$ cat src/rtl/mips_pkg.sv
// Shared constants for the multi-cycle control unit: opcodes, ALU/PC-source codes, state and class encodings.
// Latency: none (constants and types only).
// Backpressure: not applicable.
package mips_pkg;

    // Opcode field IR[15:12] and R-type function field IR[3:0]
    localparam logic [3:0] OPC_TIPO_R = 4'b0000;
    localparam logic [3:0] OPC_ADDI   = 4'b0001;
    localparam logic [3:0] OPC_SLTI   = 4'b0010;
    localparam logic [3:0] OPC_BEQ    = 4'b0011;
    localparam logic [3:0] OPC_LW     = 4'b0100;
    localparam logic [3:0] OPC_SW     = 4'b0101;
    localparam logic [3:0] OPC_J      = 4'b0110;
    localparam logic [3:0] FUNCAO_JR  = 4'b1000;

    // ALU operation select
    localparam logic [1:0] ULA_TIPO_R = 2'b00;
    localparam logic [1:0] ULA_SOMA   = 2'b01;
    localparam logic [1:0] ULA_SLT    = 2'b10;
    localparam logic [1:0] ULA_SUB    = 2'b11;

    // Next-PC source select
    localparam logic [1:0] PC_MAIS1  = 2'b00;
    localparam logic [1:0] PC_DESVIO = 2'b01;
    localparam logic [1:0] PC_SALTO  = 2'b10;
    localparam logic [1:0] PC_REG_RS = 2'b11;

    // ALU operand B select
    localparam logic [1:0] FONTE_B_REG  = 2'b00;
    localparam logic [1:0] FONTE_B_IMED = 2'b10;

    typedef enum logic [2:0] {
        BUSCA      = 3'd0,
        DECODIFICA = 3'd1,
        EXECUTA    = 3'd2,
        MEMORIA    = 3'd3,
        ESCRITA    = 3'd4
    } estado_t;

    typedef enum logic [2:0] {
        CL_TIPO_R   = 3'd0,
        CL_ADDI     = 3'd1,
        CL_SLTI     = 3'd2,
        CL_BEQ      = 3'd3,
        CL_LW       = 3'd4,
        CL_SW       = 3'd5,
        CL_J        = 3'd6,
        CL_INVALIDA = 3'd7
    } classe_t;

endpackage

$ cat src/rtl/unidade_controle_multiciclo_decodificador.sv
// Opcode classifier: maps the 4-bit opcode to an instruction class plus a legal flag.
// Latency: purely combinational.
// Backpressure: not applicable.
module decodificador_opcode
    import mips_pkg::*;
#(
    parameter logic [3:0] OP_TIPO_R = OPC_TIPO_R,
    parameter logic [3:0] OP_ADDI   = OPC_ADDI,
    parameter logic [3:0] OP_SLTI   = OPC_SLTI,
    parameter logic [3:0] OP_BEQ    = OPC_BEQ,
    parameter logic [3:0] OP_LW     = OPC_LW,
    parameter logic [3:0] OP_SW     = OPC_SW,
    parameter logic [3:0] OP_J      = OPC_J
) (
    input  logic [3:0] opcode,
    output classe_t    classe,
    output logic       legal
);

    // Any opcode not matching a known class is flagged illegal
    always_comb begin
        classe = CL_INVALIDA;
        legal  = 1'b1;
        if      (opcode == OP_TIPO_R) classe = CL_TIPO_R;
        else if (opcode == OP_ADDI)   classe = CL_ADDI;
        else if (opcode == OP_SLTI)   classe = CL_SLTI;
        else if (opcode == OP_BEQ)    classe = CL_BEQ;
        else if (opcode == OP_LW)     classe = CL_LW;
        else if (opcode == OP_SW)     classe = CL_SW;
        else if (opcode == OP_J)      classe = CL_J;
        else                          legal  = 1'b0;
    end

endmodule

$ cat src/rtl/unidade_controle_multiciclo.sv
// Multi-cycle MIPS-like control unit: BUSCA/DECODIFICA/EXECUTA/MEMORIA/ESCRITA sequencer.
// Latency: R/ADDI/SLTI 4, LW 5, SW 4, BEQ/J 3 cycles with memory always ready; jump-register via MULTICICLO_JR_EN.
// Backpressure: BUSCA and MEMORIA stall while mem_pronto=0; reset overrides everything.
module unidade_controle_multiciclo
    import mips_pkg::*;
#(
    parameter logic [3:0] OP_TIPO_R = 4'b0000,
    parameter logic [3:0] OP_ADDI   = 4'b0001,
    parameter logic [3:0] OP_SLTI   = 4'b0010,
    parameter logic [3:0] OP_BEQ    = 4'b0011,
    parameter logic [3:0] OP_LW     = 4'b0100,
    parameter logic [3:0] OP_SW     = 4'b0101,
    parameter logic [3:0] OP_J      = 4'b0110,
    parameter logic [3:0] FUNC_JR   = 4'b1000
) (
    input  logic       clock,
    input  logic       reset,
    input  logic [3:0] opcode,
    input  logic [3:0] funcao,
    input  logic       zero,
    input  logic       mem_pronto,
    output logic [1:0] ula_opcode,
    output logic       ir_escreve,
    output logic       pc_escreve,
    output logic       reg_escreve,
    output logic       reg_destino,
    output logic       mem_le,
    output logic       mem_escreve,
    output logic       memoria_para_reg,
    output logic       erro,
    output logic [1:0] pc_fonte,
    output logic [1:0] ula_fonte_b,
    output logic [2:0] estado
);

`ifdef MULTICICLO_JR_EN
    localparam bit JR_EN = 1'b1;
`else
    localparam bit JR_EN = 1'b0;
`endif

    estado_t estado_q;
    classe_t classe_q;
    logic    jr_q;
    classe_t classe_dec;
    logic    legal_dec;
    logic    executa_jr;

    decodificador_opcode #(
        .OP_TIPO_R (OP_TIPO_R),
        .OP_ADDI   (OP_ADDI),
        .OP_SLTI   (OP_SLTI),
        .OP_BEQ    (OP_BEQ),
        .OP_LW     (OP_LW),
        .OP_SW     (OP_SW),
        .OP_J      (OP_J)
    ) u_decodificador (
        .opcode (opcode),
        .classe (classe_dec),
        .legal  (legal_dec)
    );

    assign estado     = estado_q;
    assign executa_jr = JR_EN && (classe_q == CL_TIPO_R) && jr_q;

    // State sequencing; the class is captured in DECODIFICA so later states do not depend on IR staying stable
    always_ff @(posedge clock) begin
        if (reset) begin
            estado_q <= BUSCA;
            classe_q <= CL_TIPO_R;
            jr_q     <= 1'b0;
            erro     <= 1'b0;
        end else begin
            case (estado_q)
                BUSCA: begin
                    if (mem_pronto) estado_q <= DECODIFICA;
                end
                DECODIFICA: begin
                    if (legal_dec) begin
                        classe_q <= classe_dec;
                        jr_q     <= (funcao == FUNC_JR);
                        estado_q <= EXECUTA;
                    end else begin
                        erro     <= 1'b1;
                        estado_q <= BUSCA;
                    end
                end
                EXECUTA: begin
                    case (classe_q)
                        CL_BEQ, CL_J: estado_q <= BUSCA;
                        CL_LW, CL_SW: estado_q <= MEMORIA;
                        default:      estado_q <= executa_jr ? BUSCA : ESCRITA;
                    endcase
                end
                MEMORIA: begin
                    if (mem_pronto) estado_q <= (classe_q == CL_LW) ? ESCRITA : BUSCA;
                end
                ESCRITA: estado_q <= BUSCA;
                default: estado_q <= BUSCA;
            endcase
        end
    end

    // Control outputs are decoded from state plus mem_pronto/zero in the same cycle, since the
    // fetch ack and the branch decision must act in the cycle they arrive; reset forces them idle
    always_comb begin
        ula_opcode       = ULA_SOMA;
        ula_fonte_b      = FONTE_B_REG;
        pc_fonte         = PC_MAIS1;
        ir_escreve       = 1'b0;
        pc_escreve       = 1'b0;
        reg_escreve      = 1'b0;
        reg_destino      = 1'b0;
        mem_le           = 1'b0;
        mem_escreve      = 1'b0;
        memoria_para_reg = 1'b0;
        if (!reset) begin
            case (estado_q)
                BUSCA: begin
                    mem_le = 1'b1;
                    if (mem_pronto) begin
                        ir_escreve = 1'b1;
                        pc_escreve = 1'b1;
                    end
                end
                EXECUTA: begin
                    case (classe_q)
                        CL_TIPO_R: begin
                            ula_opcode = ULA_TIPO_R;
                            if (executa_jr) begin
                                pc_fonte   = PC_REG_RS;
                                pc_escreve = 1'b1;
                            end
                        end
                        CL_ADDI, CL_LW, CL_SW: begin
                            ula_opcode  = ULA_SOMA;
                            ula_fonte_b = FONTE_B_IMED;
                        end
                        CL_SLTI: begin
                            ula_opcode  = ULA_SLT;
                            ula_fonte_b = FONTE_B_IMED;
                        end
                        CL_BEQ: begin
                            ula_opcode = ULA_SUB;
                            pc_fonte   = PC_DESVIO;
                            pc_escreve = zero;
                        end
                        CL_J: begin
                            pc_fonte   = PC_SALTO;
                            pc_escreve = 1'b1;
                        end
                        default: ;
                    endcase
                end
                MEMORIA: begin
                    mem_le      = (classe_q == CL_LW);
                    mem_escreve = (classe_q == CL_SW);
                end
                ESCRITA: begin
                    reg_escreve      = 1'b1;
                    reg_destino      = (classe_q == CL_TIPO_R);
                    memoria_para_reg = (classe_q == CL_LW);
                end
                default: ;
            endcase
        end
    end

endmodule

$ cat config.mk
export PLATFORM = sky130hd
export DESIGN_NAME = unidade_controle_multiciclo
export DESIGN_NICKNAME = d
export VERILOG_FILES = /design/src/rtl/mips_pkg.sv /design/src/rtl/unidade_controle_multiciclo_decodificador.sv /design/src/rtl/unidade_controle_multiciclo.sv
export SDC_FILE = /design/constraint.sdc
export NUM_CORES = 1
export LEC_CHECK = 0
export ABC_CLOCK_PERIOD_IN_PS = 1620
export BUFFER_PORTS_ARGS = -buffer_cell sky130_fd_sc_hd__clkbuf_2
export CELL_PAD_IN_SITES_DETAIL_PLACEMENT = 0
export CELL_PAD_IN_SITES_GLOBAL_PLACEMENT = 1
export CORE_AREA = 2 2 48 50
export DETAILED_ROUTE_END_ITERATION = 10
export DIE_AREA = 0 0 50 52
export GPL_ROUTABILITY_DRIVEN = 0
export PLACE_DENSITY = 0.78
export SKIP_CTS_REPAIR_TIMING = 1
export SLEW_MARGIN = 5
export SYNTH_ARGS = -nofsm -noshare
export SYNTH_HDL_FRONTEND = slang
export SYNTH_SLANG_ARGS = --single-unit
$ cat constraint.sdc
create_clock -name clock -period 1.62 [get_ports clock]
set_input_delay 0 -clock clock [delete_from_list [all_inputs] [get_ports clock]]
set_output_delay 0 -clock clock [all_outputs]
set_load 0.02 [all_outputs]
==> flow_metrics.py, run 1 <==
metrics = {
    "worst_setup_path": {
        "max_stage_delay_ns": 0.55,
        "worstRegToRegCells": 3,
        "critPathArrivalTime_ns": 1.49,
        "cp_data_required_time_ns": 1.62,
        "crit_slowest_cell": "dfxtp_1",
        "r2r_setup_slack_ns": 0.39,
        "startpoint_type": "register",
        "r2r-start": "estado[0]$_SDFFE_PP0P_",
        "crit_path_max_fanout": 12,
        "criticalPathCategory": "register to output port",
        "end_kind": "output port",
        "worstPathCellList": "nand2b_1 -> nor3_1 -> o21a_1 -> clkbuf_2",
        "worstReg2RegEnd": "classe_q[2]$_SDFFE_PP0P_",
    },
    "cells_and_area": {
        "insertedDiodeCount": 0,
        "nFillCells": 235,
        "syn2layout_area_growth_pct": 22.25,
        "drive_above_1_share_pct": 39.78,
        "post-route-cell-area_um2": 721.9,
        "num-nets-final": 106,
    },
    "place": {
        "portBuffers": 23,
        "post-place-ws_ns": 0.2106,
        "post_dp_cell_area_um2": 693.2,
        "place_hpwl_um": 986.4,
    },
    "clock_network": {
        "clock-root-buffer": "clkbuf_4",
        "clk_pin_slew_worst_paths_ns": 0.05,
        "clk_latency_ns": 0.24,
        "cts_buffer_depth": 2,
        "htreeDepth": 1,
        "cts_tree": "done",
        "cts_buffers": 3,
        "cts.sinks": 7,
    },
    "die": {
        "initial_core_util_pct": 28.05,
        "rows": 17,
        "dieArea_mm2": 0.002600,
        "core_area_mm2": 0.002106,
        "fp.dieW_um": 50,
        "die_h_um": 52,
        "ios": 29,
    },
    "drt": {
        "wl_per_cell_um": 10.66,
        "drt_wl_total_um": 1290,
        "num_vias": 568,
        "antenna_left": 0,
        "drt-vias-per-instance": 4.694,
        "drtIter0Drc": 15,
        "drt_pass1_iterations": 4,
        "drc_errors": 0,
    },
    "grt": {
        "grt_pass1_wl_um": 2049,
        "grt-ovfl-total": 0,
        "grt_max_degree": 13,
        "grt_pass1_vias": 481,
        "antenna_found_initial": 0,
        "track_usage_pct": 10.57,
    },
    "synth": {
        "ys_warn_count": 0,
        "yosys-top-cells-area": "dfxtp_1 (24%), nand2b_1 (6.4%), buf_6 (5.7%)",
        "syn-num-nets": 84,
        "synth_top_area_cell": "dfxtp_1",
        "synth-seq-area-share_pct": 23.73,
        "synth-main-ff-cell": "dfxtp_1",
        "ys_types": 34,
        "synth_seq_cells": 7,
        "yosysMostFrequentCell": "dfxtp_1",
        "syn_inst": 72,
        "netlist_top_cells_count": "dfxtp_1 (7), nand2_1 (6), nand2b_1 (6)",
        "synth_edf_count": 0,
        "avgSynthCellArea_um2": 8.202,
        "synth_area_um2": 590.6,
        "synth_top_area_share_pct": 23.73,
        "async_flop_share_pct": 0,
    },
    "hold_path": {
        "min-delay-start": "opcode[1]",
        "worstHoldPathType": "primary input to register",
        "whs_path_depth": 3,
        "min_to": "classe_q[1]$_SDFFE_PP0P_",
    },
    "pwr": {
        "leakagePower_nw": 0.2937,
        "cellPowerDensity_mw_per_mm2": 623.3,
        "ir_drop_mv": 0.2419,
    },
    "sta": {
        "finalSetupTns_ns": 0,
        "hold_viol_final": 0,
        "period_minus_slack_ns": 1.490,
        "finalSetupViolCount": 0,
        "fin_ws_ns": 0.1304,
        "whs_ns": 0.01852,
        "max_freq_mhz": 671.3,
        "rsz0062_at_grt": "false",
        "period_share_pct": 91.95,
        "fin_skew_ns": 0.003604,
        "slew_viol_final": 0,
    },
    "run_status": {
        "status": "finished, final reports clean",
    },
    "run": {
        "drv_cap": 0,
    },
}
-- final cells by class --
class	count	area, µm²	area share, %
timing repair buffer	24	122.6	16.98
tap	28	35.03	4.853
sequential	7	142.6	19.76
inverter	4	15.01	2.080
clock buffer	4	26.28	3.640
multi-input combinational	54	380.4	52.69
-- critical path, delay by kind of cell, from the launching register on --
kind / cells / cell delay, ns
compound gates: 1 / 0.14
buf+inv: 1 / 0.16
flops: 1 / 0.55
simple gates: 2 / 0.40
-- routing by layer --
layer  vias to the layer above  wire length [µm]  share of wire, %  track usage, %
met4                         0                25               1.9           9.722
li1                        296                 -                 -               -
met2                        18               577                45           16.67
met5                         -                 0                 0               0
met1                       252               611                47           12.00
met3                         2                75               5.8           2.011
-- through the flow --
stage	power (W)	instances	utilization [%]
after global placement	0.0003005	117	32.92
after CTS	0.0004605	121	34.17
after global routing	0.0004796	121	34.28
after detailed placement	0.0003019	117	32.92
after floorplan	0.0002788	72	-
final	0.0004500	121	34.28
-- report_power, final --
part	total (W)	leakage (nW)	internal (W)	switching, W
Sequential	0.000199	0.0578	0.000181	0.0000185
Combinational	0.0000996	0.221	0.0000444	0.0000552
Clock	0.000151	0.0150	0.0000936	0.0000576
Total	0.000450	0.294	0.000319	0.000131
-- cells by family after synthesis --
group / Yosys count / synth area share (%)
AOI/OAI and AO/OA: 14 / 15.89
xor gates and xnor gates: 1 / 1.483
buffers and inverters: 11 / 11.86
DFF: 7 / 23.73
muxes: 1 / 2.542
other: 1 / 0.6350
and+or+nand+nor: 37 / 43.86
-- layout by cell type (no fill, tap or decap), drive strengths merged, types with 2 or more instances in the layout --
cell,netlist,routed
clkbuf,1,27
a21oi,2,2
nand4b,3,3
o21ai,4,4
nor2,5,5
nand2,7,7
and3,4,4
nor4b,2,2
a31oi,2,2
nor3,4,4
nand2b,7,7
inv,4,4
dfxtp,7,7
o211ai,2,2
-- sequential cells by signal, indices dropped and copies added (netlist names) --
name,count
estado,3
classe_q,3
erro,1
-- how the worst max path moves through the flow --
stage / from / to / slack (ns) / cells after the start
CTS: estado[1]$_SDFFE_PP0P_ / ula_opcode[0] / 0.08 / 3
floorplan: estado[0]$_SDFFE_PP0P_ / reg_destino / 0.03 / 4
global route: classe_q[2]$_SDFFE_PP0P_ / mem_le / 0.02 / 4
finish: classe_q[2]$_SDFFE_PP0P_ / mem_le / 0.13 / 4
detailed placement: estado[0]$_SDFFE_PP0P_ / classe_q[2]$_SDFFE_PP0P_ / 0.21 / 3
global placement: estado[0]$_SDFFE_PP0P_ / classe_q[2]$_SDFFE_PP0P_ / 0.24 / 3
(Power assumes the default switching activity.)
==> run 2, diff against run 1 <==
--- a/config.mk
+++ b/config.mk
@@ -5,11 +5,13 @@
 export SDC_FILE = /design/constraint.sdc
 export NUM_CORES = 1
 export LEC_CHECK = 0
-export ABC_CLOCK_PERIOD_IN_PS = 1620
+export ABC_CLOCK_PERIOD_IN_PS = 1600
 export BUFFER_PORTS_ARGS = -buffer_cell sky130_fd_sc_hd__clkbuf_2
 export CELL_PAD_IN_SITES_DETAIL_PLACEMENT = 0
 export CELL_PAD_IN_SITES_GLOBAL_PLACEMENT = 1
 export CORE_AREA = 2 2 48 50
+export CTS_BUF_LIST = sky130_fd_sc_hd__clkbuf_16
+export CTS_CLUSTER_DIAMETER = 30
 export DETAILED_ROUTE_END_ITERATION = 10
 export DIE_AREA = 0 0 50 52
 export GPL_ROUTABILITY_DRIVEN = 0
==> constraint.sdc (replaced) <==
create_clock -name clock -period 1.6 [get_ports clock]
set_input_delay 0 -clock clock [delete_from_list [all_inputs] [get_ports clock]]
set_output_delay 0 -clock clock [all_outputs]
set_load 0.02 [all_outputs]
==> flow_metrics.py, run 2 (synthesis gave the netlist of run 1 again) <==
metrics = {
    "run_status": {
        "status": "finished, final reports clean",
    },
    "hold_path": {
        "whs_path_depth": 3,
        "min-delay-start": "opcode[1]",
        "worstHoldPathType": "primary input to register",
        "min_to": "classe_q[1]$_SDFFE_PP0P_",
    },
    "sta": {
        "max_freq_mhz": 668.2,
        "period_minus_slack_ns": 1.497,
        "slew_viol_final": 0,
        "period_share_pct": 93.54,
        "finalSetupTns_ns": 0,
        "finalSetupViolCount": 0,
        "rsz0062_at_grt": "false",
        "hold_viol_final": 0,
        "fin_skew_ns": 0.001103,
    },
    "pwr": {
        "p_int_w": 0.0005533,
        "cellPowerDensity_mw_per_mm2": 933.4,
        "p_sw_w": 0.0001684,
        "p_clk_share_pct": 58.0,
        "p_comb_share_pct": 13.9,
        "p_seq_share_pct": 28.0,
        "leakagePower_nw": 0.3205,
        "swShare_pct": 23.33,
        "ir_drop_mv": 0.4257,
    },
    "clock_network": {
        "htreeDepth": 1,
        "cts_buffers": 3,
        "cts_tree": "done",
        "cts.sinks": 7,
        "cts_buffer_depth": 2,
        "clk_latency_ns": 0.23,
        "clock-root-buffer": "clkbuf_16",
        "clk_pin_slew_worst_paths_ns": 0.04,
    },
    "cells_and_area": {
        "final_util_pct": 36.72,
        "insertedDiodeCount": 0,
        "syn2layout_area_growth_pct": 30.93,
        "mostFrequentLayoutCell": "clkbuf_2",
        "drive_above_1_share_pct": 38.71,
        "fin_cells": 121,
        "layout_common_cells": "clkbuf_2 (23), nand2_1 (6), nand2b_1 (6), dfxtp_1 (6), inv_1 (5)",
        "nFillCells": 228,
        "num-nets-final": 106,
    },
    "worst_setup_path": {
        "startpoint_type": "register",
        "max_stage_delay_ns": 0.51,
        "worstPathCellList": "nand2_2 -> or4_1 -> clkbuf_2",
        "r2r_setup_slack_ns": 0.32,
        "r2r-start": "estado[1]$_SDFFE_PP0P_",
        "end_kind": "output port",
        "crit_slowest_cell": "dfxtp_1",
        "crit_path_max_fanout": 9,
        "worstRegToRegCells": 4,
        "criticalPathCategory": "register to output port",
        "cp_data_required_time_ns": 1.60,
        "worstReg2RegEnd": "classe_q[2]$_SDFFE_PP0P_",
        "critPathArrivalTime_ns": 1.50,
    },
    "grt": {
        "antenna_found_initial": 0,
        "top_usage_layer": "met2",
        "grt_max_degree": 13,
        "met3_usage_pct": 2.011,
        "track_usage_pct": 11.12,
        "grt_use_met2_pct": 16.45,
        "grt_pass1_vias": 483,
        "grt_pass1_wl_um": 2070,
        "grt-ovfl-total": 0,
        "grtUsageMet1_pct": 12.17,
    },
    "die": {
        "die_h_um": 52,
        "ios": 29,
        "core_area_mm2": 0.002106,
        "initial_core_util_pct": 28.05,
        "rows": 17,
        "dieArea_mm2": 0.002600,
        "fp.dieW_um": 50,
    },
    "drt": {
        "drt_pass1_iterations": 4,
        "num_vias": 571,
        "antenna_left": 0,
        "wl_per_cell_um": 10.81,
        "drt-vias-per-instance": 4.719,
        "drc_errors": 0,
        "drt_wl_total_um": 1308,
        "drtIter0Drc": 9,
    },
    "run": {
        "drv_cap": 0,
    },
    "place": {
        "place_hpwl_um": 986.4,
        "portBuffers": 23,
        "dp.cells": 117,
    },
}
==> run 2: how the worst max path moves through the flow <==
| stage | end | from | cells past startpoint |
|---|---|---|---|
| after floorplan | reg_destino | estado[0]$_SDFFE_PP0P_ | 4 |
| final | ula_opcode[0] | estado[1]$_SDFFE_PP0P_ | 3 |
| after CTS | ula_opcode[0] | estado[1]$_SDFFE_PP0P_ | 3 |
| after detailed placement | classe_q[2]$_SDFFE_PP0P_ | estado[0]$_SDFFE_PP0P_ | 3 |
| after global placement | classe_q[2]$_SDFFE_PP0P_ | estado[0]$_SDFFE_PP0P_ | 3 |
| after global routing | ula_opcode[0] | estado[1]$_SDFFE_PP0P_ | 3 |
==> run 2: power by group through the flow <==
stage | Combinational (W) | Clock, W | Sequential [W]
after global routing | 0.000110 | 0.000432 | 0.000204
after global placement | 0.000100 | 0 | 0.000204
after detailed placement | 0.000101 | 0 | 0.000205
after CTS | 0.000102 | 0.000426 | 0.000202
final | 0.000101 | 0.000419 | 0.000202
after floorplan | 0.0000845 | 0 | 0.000198
==> run 2: cell type report <==
type	count	area, µm²	area share [%]
Clock buffer	3	75.07	9.709
Multi-Input combinational cell	54	380.4	49.19
Tap cell	28	35.03	4.531
Inverter	4	15.01	1.942
Timing Repair Buffer	24	122.6	15.86
Clock inverter	1	3.754	0.4854
Sequential cell	7	141.4	18.28
==> run 2: layer usage <==
metal | wire length (µm) | vias up | part of all wire, %
met2 | 543 | 25 | 42
met1 | 605 | 248 | 46
met3 | 96 | 5 | 7.3
met5 | 0 | - | 0
met4 | 63 | 0 | 4.8
li1 | - | 293 | -
==> run 2: worst max-delay path: cells and delay by family (launching register included) <==
kind                   cells  cell delay, ns
buffers and inverters      1            0.17
and+or+nand+nor            2            0.58
DFF                        1            0.51
==> run 2: metrics by stage <==
step                      area, µm²  power [W]  worst slack [ns]  hold slack (ns)
after floorplan               590.6  0.0002823           0.01465           0.1670
after global placement        693.2  0.0003042            0.2248           0.2794
after detailed placement      693.2  0.0003057            0.1906           0.2754
after CTS                     772.0  0.0007298           0.08230          0.03453
after global routing          773.2  0.0007463          0.004156          0.07270
final                         773.2  0.0007217            0.1034          0.03411
==> run 3, diff against run 2 <==
--- a/config.mk
+++ b/config.mk
@@ -7,15 +7,14 @@
 export LEC_CHECK = 0
 export ABC_CLOCK_PERIOD_IN_PS = 1600
 export BUFFER_PORTS_ARGS = -buffer_cell sky130_fd_sc_hd__clkbuf_2
-export CELL_PAD_IN_SITES_DETAIL_PLACEMENT = 0
-export CELL_PAD_IN_SITES_GLOBAL_PLACEMENT = 1
-export CORE_AREA = 2 2 48 50
+export CAP_MARGIN = 10
+export CORE_AREA = 2 2 40 42
 export CTS_BUF_LIST = sky130_fd_sc_hd__clkbuf_16
 export CTS_CLUSTER_DIAMETER = 30
 export DETAILED_ROUTE_END_ITERATION = 10
-export DIE_AREA = 0 0 50 52
+export DIE_AREA = 0 0 42 44
 export GPL_ROUTABILITY_DRIVEN = 0
-export PLACE_DENSITY = 0.78
+export PLACE_DENSITY = 0.8
 export SKIP_CTS_REPAIR_TIMING = 1
 export SLEW_MARGIN = 5
 export SYNTH_ARGS = -nofsm -noshare
==> flow_metrics.py, run 3 (synthesis gave the netlist of run 1 again) <==
metrics = {
    "run_status": {
        "status": "finished, final reports clean",
    },
    "die": {
        "dieArea_mm2": 0.001848,
        "ios": 29,
        "initial_core_util_pct": 41.62,
        "fp.dieW_um": 42,
        "rows": 14,
        "die_h_um": 44,
        "core_area_mm2": 0.001419,
    },
    "run": {
        "drv_cap": 0,
    },
    "clock_network": {
        "clk_latency_ns": 0.23,
        "clk_pin_slew_worst_paths_ns": 0.04,
        "cts_buffers": 3,
        "cts.sinks": 7,
        "clock-root-buffer": "clkbuf_16",
        "htreeDepth": 1,
        "cts_tree": "done",
        "cts_buffer_depth": 2,
    },
    "cells_and_area": {
        "mostFrequentLayoutCell": "clkbuf_2",
        "fin_cells": 109,
        "nFillCells": 133,
        "syn2layout_area_growth_pct": 28.60,
        "layout_common_cells": "clkbuf_2 (23), nand2_1 (6), nand2b_1 (6)",
        "insertedDiodeCount": 0,
        "num-nets-final": 106,
        "drive_above_1_share_pct": 39.78,
    },
    "drt": {
        "drt_pass1_iterations": 3,
        "drtIter0Drc": 6,
        "routed.top_layer": "met4",
        "wl_met3_um": 99,
        "wl_per_cell_um": 11.70,
        "drc_errors": 0,
        "wl_met2_um": 574,
        "antenna_left": 0,
        "drt_wl_total_um": 1275,
        "met1_length_um": 591,
        "num_vias": 574,
        "drt-vias-per-instance": 5.266,
    },
    "worst_setup_path": {
        "r2r-start": "estado[1]$_SDFFE_PP0P_",
        "setup.worst_path.end": "ula_opcode[0]",
        "worstRegToRegCells": 4,
        "end_kind": "output port",
        "criticalPathCategory": "register to output port",
        "startpoint_type": "register",
        "cp_data_required_time_ns": 1.60,
        "crit_path_start": "estado[1]$_SDFFE_PP0P_",
        "worstReg2RegEnd": "classe_q[2]$_SDFFE_PP0P_",
        "r2r_setup_slack_ns": 0.33,
        "critPathArrivalTime_ns": 1.49,
        "crit_path_max_fanout": 9,
    },
    "grt": {
        "grt_pass1_vias": 513,
        "grt_max_degree": 13,
        "track_usage_pct": 15.00,
        "grt_pass1_wl_um": 2180,
        "grt-ovfl-total": 0,
        "antenna_found_initial": 0,
    },
    "sta": {
        "slew_viol_final": 0,
        "finalSetupTns_ns": 0,
        "fin_skew_ns": 0.002113,
        "period_minus_slack_ns": 1.493,
        "finalSetupViolCount": 0,
        "max_freq_mhz": 669.8,
        "rsz0062_at_grt": "false",
        "hold_viol_final": 0,
        "period_share_pct": 93.31,
    },
    "hold_path": {
        "worstHoldPathType": "primary input to register",
    },
    "place": {
        "portBuffers": 23,
        "place_hpwl_um": 931.1,
        "dp.cells": 105,
    },
    "pwr": {
        "ir_drop_mv": 0.8142,
        "leakagePower_nw": 0.3210,
        "cellPowerDensity_mw_per_mm2": 947.5,
    },
}
## run 3: cell counts in the layout (fill, tap and decap cells not counted)
Identical to the previous run, type by type.
## run 3: worst max-delay path: stages, from the launching register on
cell      delay (ns)
dfxtp_1         0.52
nand2_2         0.17
or4_1           0.41
clkbuf_2        0.17
## run 3: report_power, final
part	switching, W	internal (W)	leakage [nW]
clock network	0.0000919	0.000325	0.0423
logic	0.0000555	0.0000449	0.221
registers	0.0000188	0.000184	0.0578
total	0.000166	0.000553	0.321
## run 3: layout make-up
type	instances	area [µm²]	share of cell area, %
tap	16	20.02	2.636
inverter	4	15.01	1.977
clock inverter	1	3.754	0.4942
timing repair buffer	24	122.6	16.15
sequential	7	142.6	18.78
clock buffer	3	75.07	9.885
multi-input combinational	54	380.4	50.08
## run 3: stage by stage
| step | power, W | setup WS, ns | hold WS, ns | area, µm² | utilization (%) |
|---|---|---|---|---|---|
| after CTS | 0.0007231 | 0.09724 | 0.03945 | 757.0 | 53.35 |
| after global routing | 0.0007462 | 0.01502 | 0.05913 | 759.5 | 53.53 |
| after floorplan | 0.0002823 | 0.01465 | 0.1670 | 590.6 | - |
| final | 0.0007196 | 0.1071 | 0.03713 | 759.5 | 53.53 |
| after global placement | 0.0003027 | 0.2330 | 0.2744 | 678.2 | 47.80 |
| after detailed placement | 0.0003052 | 0.2162 | 0.2768 | 678.2 | 47.80 |
## run 3: worst min path at each step
| stage | startpoint | to | cells after the start |
|---|---|---|---|
| after global placement | opcode[1] | classe_q[1]$_SDFFE_PP0P_ | 3 |
| final | opcode[2] | classe_q[2]$_SDFFE_PP0P_ | 3 |
| after CTS | opcode[1] | classe_q[1]$_SDFFE_PP0P_ | 3 |
| after floorplan | opcode[1] | classe_q[1]$_SDFFE_PP0P_ | 2 |
| after global routing | opcode[0] | classe_q[0]$_SDFFE_PP0P_ | 3 |
| after detailed placement | opcode[1] | classe_q[1]$_SDFFE_PP0P_ | 3 |
## run 3: routing by layer
metal | GRT usage [%] | up-vias
li1 | - | 292
met1 | 18.39 | 257
met2 | 26.56 | 22
met3 | 3.333 | 3
met4 | 3.871 | 0
met5 | 0 | -
